### src/rtl/core_controller.sv
// core_controller: multi-cycle sequencer for the core datapath.
// Fetches each instruction over the imem req/ack handshake, decodes opcode ir[30:25],
// then drives the datapath selects, the ALU op, the PC and register-file write strobes,
// and the dmem req/ack handshake.
//
// Ports:
//   clk, rst (synchronous, active-low), enable (run; low parks in IDLE after WB)
//   instruction, imem_ack -> imem_req        instruction fetch handshake
//   dmem_ack              -> dmem_req/we     data access handshake (we: 1=store)
//   alu_zero                                 branch condition input
//   pc_we, reg_we                            write strobes, asserted in WB
//   select_pc/alu_src2/imm_extend/write_reg  datapath mux selects, valid EXEC..WB
//   alu_op                                   0 add, 1 sub, 2 and, 3 or, 4 xor
//   ir                                       latched instruction
//   illegal_instr                            one-cycle pulse in DECODE on unknown op
//
// Build option: CORE_CTRL_PERF_EN adds cycle_count (non-IDLE cycles) and
// retired_count (instructions passing WB) outputs.
//
// state  | meaning
// IDLE   | parked, waiting for enable
// FETCH  | imem_req high until imem_ack; ir loads on the ack edge
// DECODE | ir decoded, selects registered, illegal_instr pulse
// EXEC   | ALU evaluates; branch outcome resolved from alu_zero
// MEM    | dmem_req high until dmem_ack (loads/stores only)
// WB     | pc_we, optional reg_we; then FETCH or IDLE
module core_controller #(
    parameter int DataSize = 32,
    parameter int OpWidth  = 3
) (
    input  logic                clk,
    input  logic                rst,
    input  logic                enable,
    input  logic [DataSize-1:0] instruction,
    input  logic                imem_ack,
    input  logic                dmem_ack,
    input  logic                alu_zero,
    output logic                imem_req,
    output logic                dmem_req,
    output logic                dmem_we,
    output logic                pc_we,
    output logic                reg_we,
    output logic [1:0]          select_pc,
    output logic [2:0]          select_alu_src2,
    output logic [1:0]          select_imm_extend,
    output logic [1:0]          select_write_reg,
    output logic [OpWidth-1:0]  alu_op,
    output logic [DataSize-1:0] ir,
    output logic                illegal_instr
`ifdef CORE_CTRL_PERF_EN
    ,
    output logic [31:0]         cycle_count,
    output logic [31:0]         retired_count
`endif
);

    typedef enum logic [2:0] {
        IDLE   = 3'd0,
        FETCH  = 3'd1,
        DECODE = 3'd2,
        EXEC   = 3'd3,
        MEM    = 3'd4,
        WB     = 3'd5
    } state_t;

    localparam logic [5:0] OP_ALU1 = 6'b100000;
    localparam logic [5:0] OP_ADDI = 6'b101000;
    localparam logic [5:0] OP_ORI  = 6'b101100;
    localparam logic [5:0] OP_MOVI = 6'b100010;
    localparam logic [5:0] OP_LWI  = 6'b000010;
    localparam logic [5:0] OP_SWI  = 6'b001010;
    localparam logic [5:0] OP_BR1  = 6'b100110;
    localparam logic [5:0] OP_J    = 6'b100100;

    localparam logic [OpWidth-1:0] ALU_ADD = OpWidth'(0);
    localparam logic [OpWidth-1:0] ALU_SUB = OpWidth'(1);
    localparam logic [OpWidth-1:0] ALU_AND = OpWidth'(2);
    localparam logic [OpWidth-1:0] ALU_OR  = OpWidth'(3);
    localparam logic [OpWidth-1:0] ALU_XOR = OpWidth'(4);

    state_t state, state_next;

    // Decoded fields, combinational from ir during DECODE
    logic               dec_legal, dec_mem, dec_store, dec_rwe, dec_br, dec_bne;
    logic [2:0]         dec_src2;
    logic [1:0]         dec_ext, dec_wr, dec_pc;
    logic [OpWidth-1:0] dec_aluop;

    // Registered at the DECODE edge and held through WB
    logic               mem_q, store_q, rwe_q, br_q, bne_q;
    logic [2:0]         src2_q;
    logic [1:0]         ext_q, wr_q, pc_q;
    logic [OpWidth-1:0] aluop_q;

    always_comb begin
        dec_legal = 1'b1;
        dec_mem   = 1'b0;
        dec_store = 1'b0;
        dec_rwe   = 1'b0;
        dec_br    = 1'b0;
        dec_bne   = 1'b0;
        dec_src2  = 3'b000;
        dec_ext   = 2'b00;
        dec_wr    = 2'b00;
        dec_pc    = 2'b00;
        dec_aluop = ALU_ADD;
        case (ir[30:25])
            OP_ALU1: begin
                dec_rwe  = 1'b1;
                dec_src2 = (ir[9:8] != 2'b00) ? 3'b011 : 3'b000;
                case (ir[4:0])
                    5'b00000: dec_aluop = ALU_ADD;
                    5'b00001: dec_aluop = ALU_SUB;
                    5'b00010: dec_aluop = ALU_AND;
                    5'b00100: dec_aluop = ALU_OR;
                    5'b00011: dec_aluop = ALU_XOR;
                    default:  dec_legal = 1'b0;
                endcase
            end
            OP_ADDI: begin dec_rwe = 1'b1; dec_ext = 2'b01; dec_src2 = 3'b001; end
            OP_ORI: begin
                dec_rwe = 1'b1; dec_ext = 2'b10; dec_src2 = 3'b001; dec_aluop = ALU_OR;
            end
            OP_MOVI: begin dec_rwe = 1'b1; dec_ext = 2'b11; dec_src2 = 3'b001; dec_wr = 2'b01; end
            OP_LWI:  begin dec_rwe = 1'b1; dec_mem = 1'b1; dec_src2 = 3'b010; dec_wr = 2'b10; end
            OP_SWI:  begin dec_mem = 1'b1; dec_store = 1'b1; dec_src2 = 3'b010; end
            OP_BR1: begin
                dec_br = 1'b1; dec_bne = ir[14]; dec_src2 = 3'b100; dec_aluop = ALU_SUB;
            end
            OP_J:    dec_pc = 2'b10;
            default: dec_legal = 1'b0;
        endcase
        // Unknown ops (including bad ALU_1 sub-ops) retire as a plain NOP
        if (!dec_legal) begin
            dec_rwe   = 1'b0;
            dec_src2  = 3'b000;
            dec_aluop = ALU_ADD;
        end
    end

    always_ff @(posedge clk) begin
        if (!rst) begin
            state   <= IDLE;
            ir      <= '0;
            mem_q   <= 1'b0;
            store_q <= 1'b0;
            rwe_q   <= 1'b0;
            br_q    <= 1'b0;
            bne_q   <= 1'b0;
            src2_q  <= '0;
            ext_q   <= '0;
            wr_q    <= '0;
            pc_q    <= '0;
            aluop_q <= '0;
        end else begin
            state <= state_next;
            if (state == FETCH && imem_ack) ir <= instruction;
            if (state == DECODE) begin
                mem_q   <= dec_mem;
                store_q <= dec_store;
                rwe_q   <= dec_rwe;
                br_q    <= dec_br;
                bne_q   <= dec_bne;
                src2_q  <= dec_src2;
                ext_q   <= dec_ext;
                wr_q    <= dec_wr;
                pc_q    <= dec_pc;
                aluop_q <= dec_aluop;
            end
            if (state == EXEC && br_q)
                pc_q <= ((!bne_q && alu_zero) || (bne_q && !alu_zero)) ? 2'b01 : 2'b00;
        end
    end

    always_comb begin
        state_next        = state;
        imem_req          = 1'b0;
        dmem_req          = 1'b0;
        dmem_we           = 1'b0;
        pc_we             = 1'b0;
        reg_we            = 1'b0;
        illegal_instr     = 1'b0;
        select_pc         = 2'b00;
        select_alu_src2   = 3'b000;
        select_imm_extend = 2'b00;
        select_write_reg  = 2'b00;
        alu_op            = ALU_ADD;
        if (state == EXEC || state == MEM || state == WB) begin
            select_pc         = pc_q;
            select_alu_src2   = src2_q;
            select_imm_extend = ext_q;
            select_write_reg  = wr_q;
            alu_op            = aluop_q;
        end
        case (state)
            IDLE:   if (enable) state_next = FETCH;
            FETCH: begin
                imem_req = 1'b1;
                if (imem_ack) state_next = DECODE;
            end
            DECODE: begin
                illegal_instr = !dec_legal;
                state_next    = EXEC;
            end
            EXEC:   state_next = mem_q ? MEM : WB;
            MEM: begin
                dmem_req = 1'b1;
                dmem_we  = store_q;
                if (dmem_ack) state_next = WB;
            end
            WB: begin
                pc_we      = 1'b1;
                reg_we     = rwe_q;
                state_next = enable ? FETCH : IDLE;
            end
            default: state_next = IDLE;
        endcase
        // Outputs drop in the cycle reset is applied, so a pending handshake is withdrawn at once
        if (!rst) begin
            imem_req          = 1'b0;
            dmem_req          = 1'b0;
            dmem_we           = 1'b0;
            pc_we             = 1'b0;
            reg_we            = 1'b0;
            illegal_instr     = 1'b0;
            select_pc         = 2'b00;
            select_alu_src2   = 3'b000;
            select_imm_extend = 2'b00;
            select_write_reg  = 2'b00;
            alu_op            = ALU_ADD;
        end
    end

`ifdef CORE_CTRL_PERF_EN
    always_ff @(posedge clk) begin
        if (!rst) begin
            cycle_count   <= '0;
            retired_count <= '0;
        end else begin
            if (state != IDLE) cycle_count <= cycle_count + 32'd1;
            if (state == WB) retired_count <= retired_count + 32'd1;
        end
    end
`endif

endmodule

### config.mk
export PLATFORM = sky130hd
export DESIGN_NAME = core_controller
export DESIGN_NICKNAME = d
export VERILOG_FILES = /design/src/rtl/core_controller.sv
export SDC_FILE = /design/constraint.sdc
export NUM_CORES = 1
export LEC_CHECK = 0
export ABC_AREA = 1
export ABC_CLOCK_PERIOD_IN_PS = 2400
export CAP_MARGIN = 10
export CORE_MARGIN = 2
export CORE_UTILIZATION = 45
export CTS_BUF_LIST = sky130_fd_sc_hd__clkbuf_16
export DETAILED_ROUTE_END_ITERATION = 16
export GPL_TIMING_DRIVEN = 0
export PLACE_DENSITY_LB_ADDON = 0.08
export RECOVER_POWER = 25
export SLEW_MARGIN = 20
export SYNTH_ARGS = -nofsm -noshare
export SYNTH_HDL_FRONTEND = slang
export SYNTH_SLANG_ARGS = --single-unit
### constraint.sdc
create_clock -name clk -period 2.4 [get_ports clk]
set_input_delay 0.48 -clock clk [delete_from_list [all_inputs] [get_ports clk]]
set_output_delay 0.48 -clock clk [all_outputs]
set_load 0.01 [all_outputs]
==> results of run 1 <==
## final timing paths
kind	to	slack (ns)	startpoint	cells past startpoint
worst max-delay path	pc_we	0.11	rst	5
worst max register to register	ir[28]$_SDFFE_PN0P_	0.54	state[0]$_SDFFE_PN0P_	8
worst min-delay path	br_q$_SDFFE_PN0P_	0.46	br_q$_SDFFE_PN0P_	2
worst min register to register	br_q$_SDFFE_PN0P_	0.46	br_q$_SDFFE_PN0P_	2
## tightest hold or removal path: stages (launching register included)
cell and delay, ns:
dfxtp_1 0.31, nand2_1 0.06, a21oi_1 0.05
## routing by layer
metal | part of all wire [%] | vias to the layer above
li1 | - | 1244
met1 | 43 | 1087
met2 | 48 | 73
met3 | 8.0 | 5
met4 | 0.81 | 0
met5 | 0 | -
## metrics by stage
step	instance area [sq um]	instances	total power, uW	setup TNS (ns)	setup WS [ns]
detailed placement	3300	483	1800	-0.195	-0.0847
global placement	3300	483	1790	-0.113	-0.0400
finish	3420	491	2430	0	0.112
CTS	3450	491	2480	0	0.0357
global route	3420	491	2580	0	0.00594
floorplan	2350	327	1480	0	0.690
## cells by family (layout without fill, tap and decap cells)
logic type      after synthesis  in the layout
compound gates               70             70
flops                        52             52
buf+inv                      38            132
simple gates                166            166
xor+xnor                      1              1
## where the power goes
part	switching (uW)	total (uW)	leakage, uW	internal (uW)
combinational	374	695	0.00104	322
clock	304	683	0.0000710	379
sequential	82.1	1060	0.000426	974
## final cells by class
class / count / area share (%)
repair buffers: 86 / 25.8
clock inverters: 3 / 0.403
plain buffers: 16 / 2.45
multi-input cells: 237 / 31.8
inverters: 22 / 2.64
well taps: 70 / 2.56
flip-flops and latches: 52 / 30.7
clock buffers: 5 / 3.66
## layout by cell type (no fill, tap or decap), types with 2 or more instances in the layout
cell type        instances
nor2_1                  83
clkdlybuf4s50_1         74
nand2_1                 57
dfxtp_1                 49
o21ai_0                 35
inv_1                   16
a21oi_1                 16
nand3_1                  9
clkbuf_1                 9
dlymetal6s2s_1           9
o21ai_1                  8
nor2_2                   5
o22ai_1                  5
clkbuf_16                5
clkbuf_2                 3
inv_2                    3
clkinv_2                 3
nand2_2                  2
nor3b_1                  2
a31oi_1                  2
buf_6                    2
o211ai_1                 2
dlygate4sd3_1            2
dfxtp_4                  2
## sequential cells by signal (all words and copies together), names as in the netlist
signal / cells
aluop_q: 3
bne_q: 1
br_q: 1
ext_q: 2
ir: 32
mem_q: 1
pc_q: 2
rwe_q: 1
src2_q: 3
state: 3
store_q: 1
wr_q: 2
==> results by group, run 1 <==
STA
  • Crit path time final: 2.29 ns
  • Max-slew violation count: 0
  • Worst hold slack: 0.465 ns
  • Peak Freq: 0.437 GHz
  • Clk_skew: 0.00526 ns
  • Fin. Hold Viols: 0
  • Final period utilization: 95.3%
  • Setup-failing EPs final: 0
  • RSZ-0062 raised after global routing: no
  • Slew @ Worst Pin: 0.715 ns
  • Relative max-transition margin: 52.2%

Global routing
  • Vias in the first global route: 2311
  • M1 GR Usage: 25.9%
  • GRT Util Overall: 21.5%
  • First-pass GRT wire length: 10300 um
  • Initial antenna violation count: 0
  • Largest net degree at the start of global routing: 16
  • Gr ovfl total: 0
  • Grt peak-use layer: met2
  • Global routing usage on met3: 6.75%
  • GR Layer Usage met2: 37.5%

Synth
  • Yosys top cell area share: 44.2%
  • Synth Area in Adders: 0%
  • Synth Register Bits: 52
  • Most frequent cells after synthesis: nor2_1, nand2_1, dfxtp_1
  • Yosys top cell by area: dfxtp_1
  • YS warnings: 0
  • Synth Cell Area: 0.00235 sq mm
  • Async S/R FF share, synth: 0%
  • Seq/Total Area, Yosys: 44.2%
  • Most frequent cell after synthesis: nor2_1
  • Synth Area in Compound Gates: 15.7%
  • Top cells by area, synth: dfxtp_1, nor2_1, nand2_1, o21ai_0, a21oi_1
  • Synth Area in XOR/XNOR: 0.372%
  • Syn Area/Cell: 7.20 sq um
  • Largest family of logic cells by synthesized area: simple AND/OR/NAND/NOR gates
  • Post-Synth Simple-Gate Area: 30.7%
  • Synth Flop Type: dfxtp_1
  • Post-synth EDFFs: 0
  • Cells after Synth: 327
  • Yosys cell types: 35
  • Post-synthesis net count: 365
  • Post-synthesis mux area share: 0%

Worst setup path
  • Cells along the critical path: buf_2 -> clkinv_2 -> clkbuf_2 -> nor2_1 -> clkdlybuf4s50_1
  • Critical path capture point type: output pin
  • Delay-heaviest family, CP: buffers and inverters
  • Worst path bufs/invs: 4
  • Worst path required time: 1.92 ns
  • Critical Path AT: 1.81 ns
  • Slowest cell on crit path: clkdlybuf4s50_1
  • CP Class: in2out
  • Startpoint types: primary input
  • Worst path max stage delay: 0.56 ns
  • Worst Path Max Fanout: 10

Clocking
  • CTS tree: built
  • Worst skew pair latency: 0.29 ns
  • Clock sinks: 52
  • Clk buf depth: 2
  • CTS resizes: 5
  • Htree depth: 2
  • Inserted Clock Buffers: 5
  • Post-CTS Hold Buffers: 0
  • Clock-pin slew on the worst setup and hold paths: 0.06 ns
  • Setup bufs post-CTS: 0
  • Clock root buffer master: clkbuf_16

Finish
  • Antenna diodes: 0
  • Nets: 458
  • Multi-input logic area: 0.00109 sq mm
  • Reg area: 0.00105 sq mm
  • Share of cells above drive strength 1: 8.31%
  • Synth-to-layout area growth: 45.2%
  • Post-route core utilization: 67.4%
  • Layout fillers: 462

Detailed routing
  • Total Wirelength: 6140 um
  • Routed Antenna Nets: 0
  • WL/cell: 12.5 um
  • DRT Pass-1 Iters: 4
  • Starting DRT DRC Count: 114
  • Drc violations: 0
  • Vias per cell: 4.91
  • Routed vias: 2409

Floorplan
  • Die Ht: 76.3 um
  • Cell Rows: 26
  • Initial Utilization: 46.4%
  • Die Area: 0.00583 sq mm
  • Chip Width: 76.3 um
  • Core Region: 0.00507 sq mm
  • IO Count: 88

Hold path
  • Hold Crit Class: reg2reg

Placed design
  • IO Port Bufs: 86
  • Post-DP HPWL: 4610 um
  • Global placement routability congestion: 0.908

Outcome
  • Status: finished clean

Flow run
  • Max-cap violations: 0

Power
  • Leakage power: 0.00154 uW
  • Power per cell area: 712 mW/mm^2
  • Peak supply drop: 0.000420 V
Note: power is estimated with default switching activity, not from simulation.
==> inputs of run 2 (changes only) <==
--- a/config.mk
+++ b/config.mk
@@ -19,3 +19,4 @@
 export SYNTH_ARGS = -nofsm -noshare
 export SYNTH_HDL_FRONTEND = slang
 export SYNTH_SLANG_ARGS = --single-unit
+export TNS_END_PERCENT = 5
==> run 2 against run 1 <==
Effect of this change: utilization is 0.76 points higher; critical path depth is the same; non-clock buffer count unchanged; total power increased by 1.4%; global-route usage did not move; maximum frequency decreased by 0.73%; routed wire length increased by 0.18%; cell area is 1.1% higher; clock-buffer cell count did not move; largest cell class unchanged.
==> results by group, run 2 (synthesis gave the netlist of run 1 again) <==
Outcome
  • Status: finished clean

Power
  • Sequential share of power: 42.7%
  • Sw Share: 31.2%
  • Internal: 1700 uW
  • Power per cell area: 714 mW/mm^2
  • Leakage power: 0.00149 uW
  • Combinational share of power: 29.5%
  • Clk network pwr share: 27.8%
  • Psw: 770 uW
  • Peak supply drop: 0.000419 V

Placed design
  • IO Port Bufs: 86
  • Global placement routability congestion: 0.908
  • Post-DP HPWL: 4610 um
  • Placed instance area: 0.00330 sq mm
  • Placed Cells: 483

Finish
  • Multi-input logic area: 0.00110 sq mm
  • Synth-to-layout area growth: 46.8%
  • Largest register FFs: 32
  • Nets: 458
  • Layout fillers: 462
  • Commonest non-fill, non-tap cell in the layout: nor2_1
  • Antenna diodes: 0
  • Biggest register: ir
  • Most frequent cells in the layout: nor2_1, clkdlybuf4s50_1, nand2_1
  • Final std cells w/o fill: 491
  • Reg area: 0.00105 sq mm
  • Final instance area: 0.00346 sq mm
  • Post-route core utilization: 68.1%
  • Share of cells above drive strength 1: 9.03%

Worst setup path
  • Critical Path AT: 1.82 ns
  • Cells along the critical path: buf_2 -> clkbuf_1 -> nand2_1 -> nor2_1 -> clkdlybuf4s50_1
  • Critical path capture point type: output pin
  • Startpoint types: primary input
  • CP Class: in2out
  • Worst path required time: 1.92 ns
  • Worst path max stage delay: 0.54 ns
  • Worst Path Max Fanout: 10
  • Worst path bufs/invs: 3
  • Slowest cell on crit path: clkdlybuf4s50_1
  • Delay-heaviest family, CP: buffers and inverters

STA
  • Peak Freq: 0.434 GHz
  • Final period utilization: 96.0%
  • Clk_skew: 0.00430 ns
  • Crit path time final: 2.30 ns
  • Max-slew violation count: 0
  • Fin. Hold Viols: 0
  • Setup-failing EPs final: 0
  • RSZ-0062 raised after global routing: yes
  • Relative max-transition margin: 69.5%
  • Worst hold slack: 0.465 ns
  • Slew @ Worst Pin: 0.457 ns

Floorplan
  • Die Ht: 76.3 um
  • Cell Rows: 26
  • Core Region: 0.00507 sq mm
  • Die Area: 0.00583 sq mm
  • Initial Utilization: 46.4%
  • IO Count: 88
  • Chip Width: 76.3 um

Clocking
  • Clock root buffer master: clkbuf_16
  • Setup bufs post-CTS: 0
  • Worst skew pair latency: 0.29 ns
  • Inserted Clock Buffers: 5
  • Clock sinks: 52
  • Clock-pin slew on the worst setup and hold paths: 0.06 ns
  • Htree depth: 2
  • Clk buf depth: 2
  • Post-CTS Hold Buffers: 0
  • CTS tree: built

Global routing
  • Largest net degree at the start of global routing: 16
  • Gr ovfl total: 0
  • GRT Util Overall: 21.5%
  • Vias in the first global route: 2311
  • Initial antenna violation count: 0
  • First-pass GRT wire length: 10300 um

Detailed routing
  • Vias per cell: 4.88
  • Routed Antenna Nets: 0
  • Starting DRT DRC Count: 100
  • WL/cell: 12.5 um
  • Total Wirelength: 6150 um
  • Drc violations: 0
  • Routed vias: 2398
  • DRT Pass-1 Iters: 4

Hold path
  • Hold Crit Class: reg2reg

Flow run
  • Max-cap violations: 0
## run 2: tightest hold or removal path: stages, from the launching register on
cell	delay [ns]
dfxtp_1	0.31
nand2_1	0.06
a21oi_1	0.05
## run 2: metrics by stage
step	total power (uW)	worst slack (ns)	setup TNS, ns
3_3_place_gp	1790	-0.0400	-0.113
3_5_place_dp	1800	-0.0847	-0.195
5_1_grt	2610	-0.0389	-0.128
4_1_cts	2480	0.0357	0
2_1_floorplan	1480	0.690	0
6_report	2470	0.0956	0
## run 2: path summary, 6_finish.rpt
path | startpoint | end | slack [ns] | cells past startpoint
setup / recovery | rst | select_pc[1] | 0.1 | 5
hold / removal | br_q$_SDFFE_PN0P_ | br_q$_SDFFE_PN0P_ | 0.47 | 2
setup reg to reg | state[0]$_SDFFE_PN0P_ | ir[28]$_SDFFE_PN0P_ | 0.98 | 8
hold reg to reg | br_q$_SDFFE_PN0P_ | br_q$_SDFFE_PN0P_ | 0.47 | 2
## run 2: cell type report
class                   instances  area share [%]
plain buffers                  16            3.55
multi-input cells             237            31.7
repair buffers                 86            25.2
well taps                      70            2.53
clock inverters                 3           0.398
clock buffers                   5            3.62
flip-flops and latches         52            30.4
inverters                      22            2.64
## run 2: repair_timing
item,in CTS,in global routing
setup endpoints to repair,12,15
hold endpoints to repair,0,0
gates resized for setup,5,9
cloned,0,0
## run 2: power groups by stage
| stage | clock network (uW) | registers (uW) | logic (uW) |
|---|---|---|---|
| floorplan | 0 | 1090 | 385 |
| global placement | 0 | 1060 | 722 |
| detailed placement | 0 | 1070 | 731 |
| CTS | 690 | 1050 | 736 |
| global route | 738 | 1070 | 807 |
| finish | 686 | 1050 | 727 |
## run 2: per-layer routing
metal  track usage, %  up-vias  wire length, um
li1                 -     1243                -
met1             25.9     1080             2660
met2             37.5       70             2970
met3             6.75        5              464
met4             5.09        0               51
met5                0        -                0
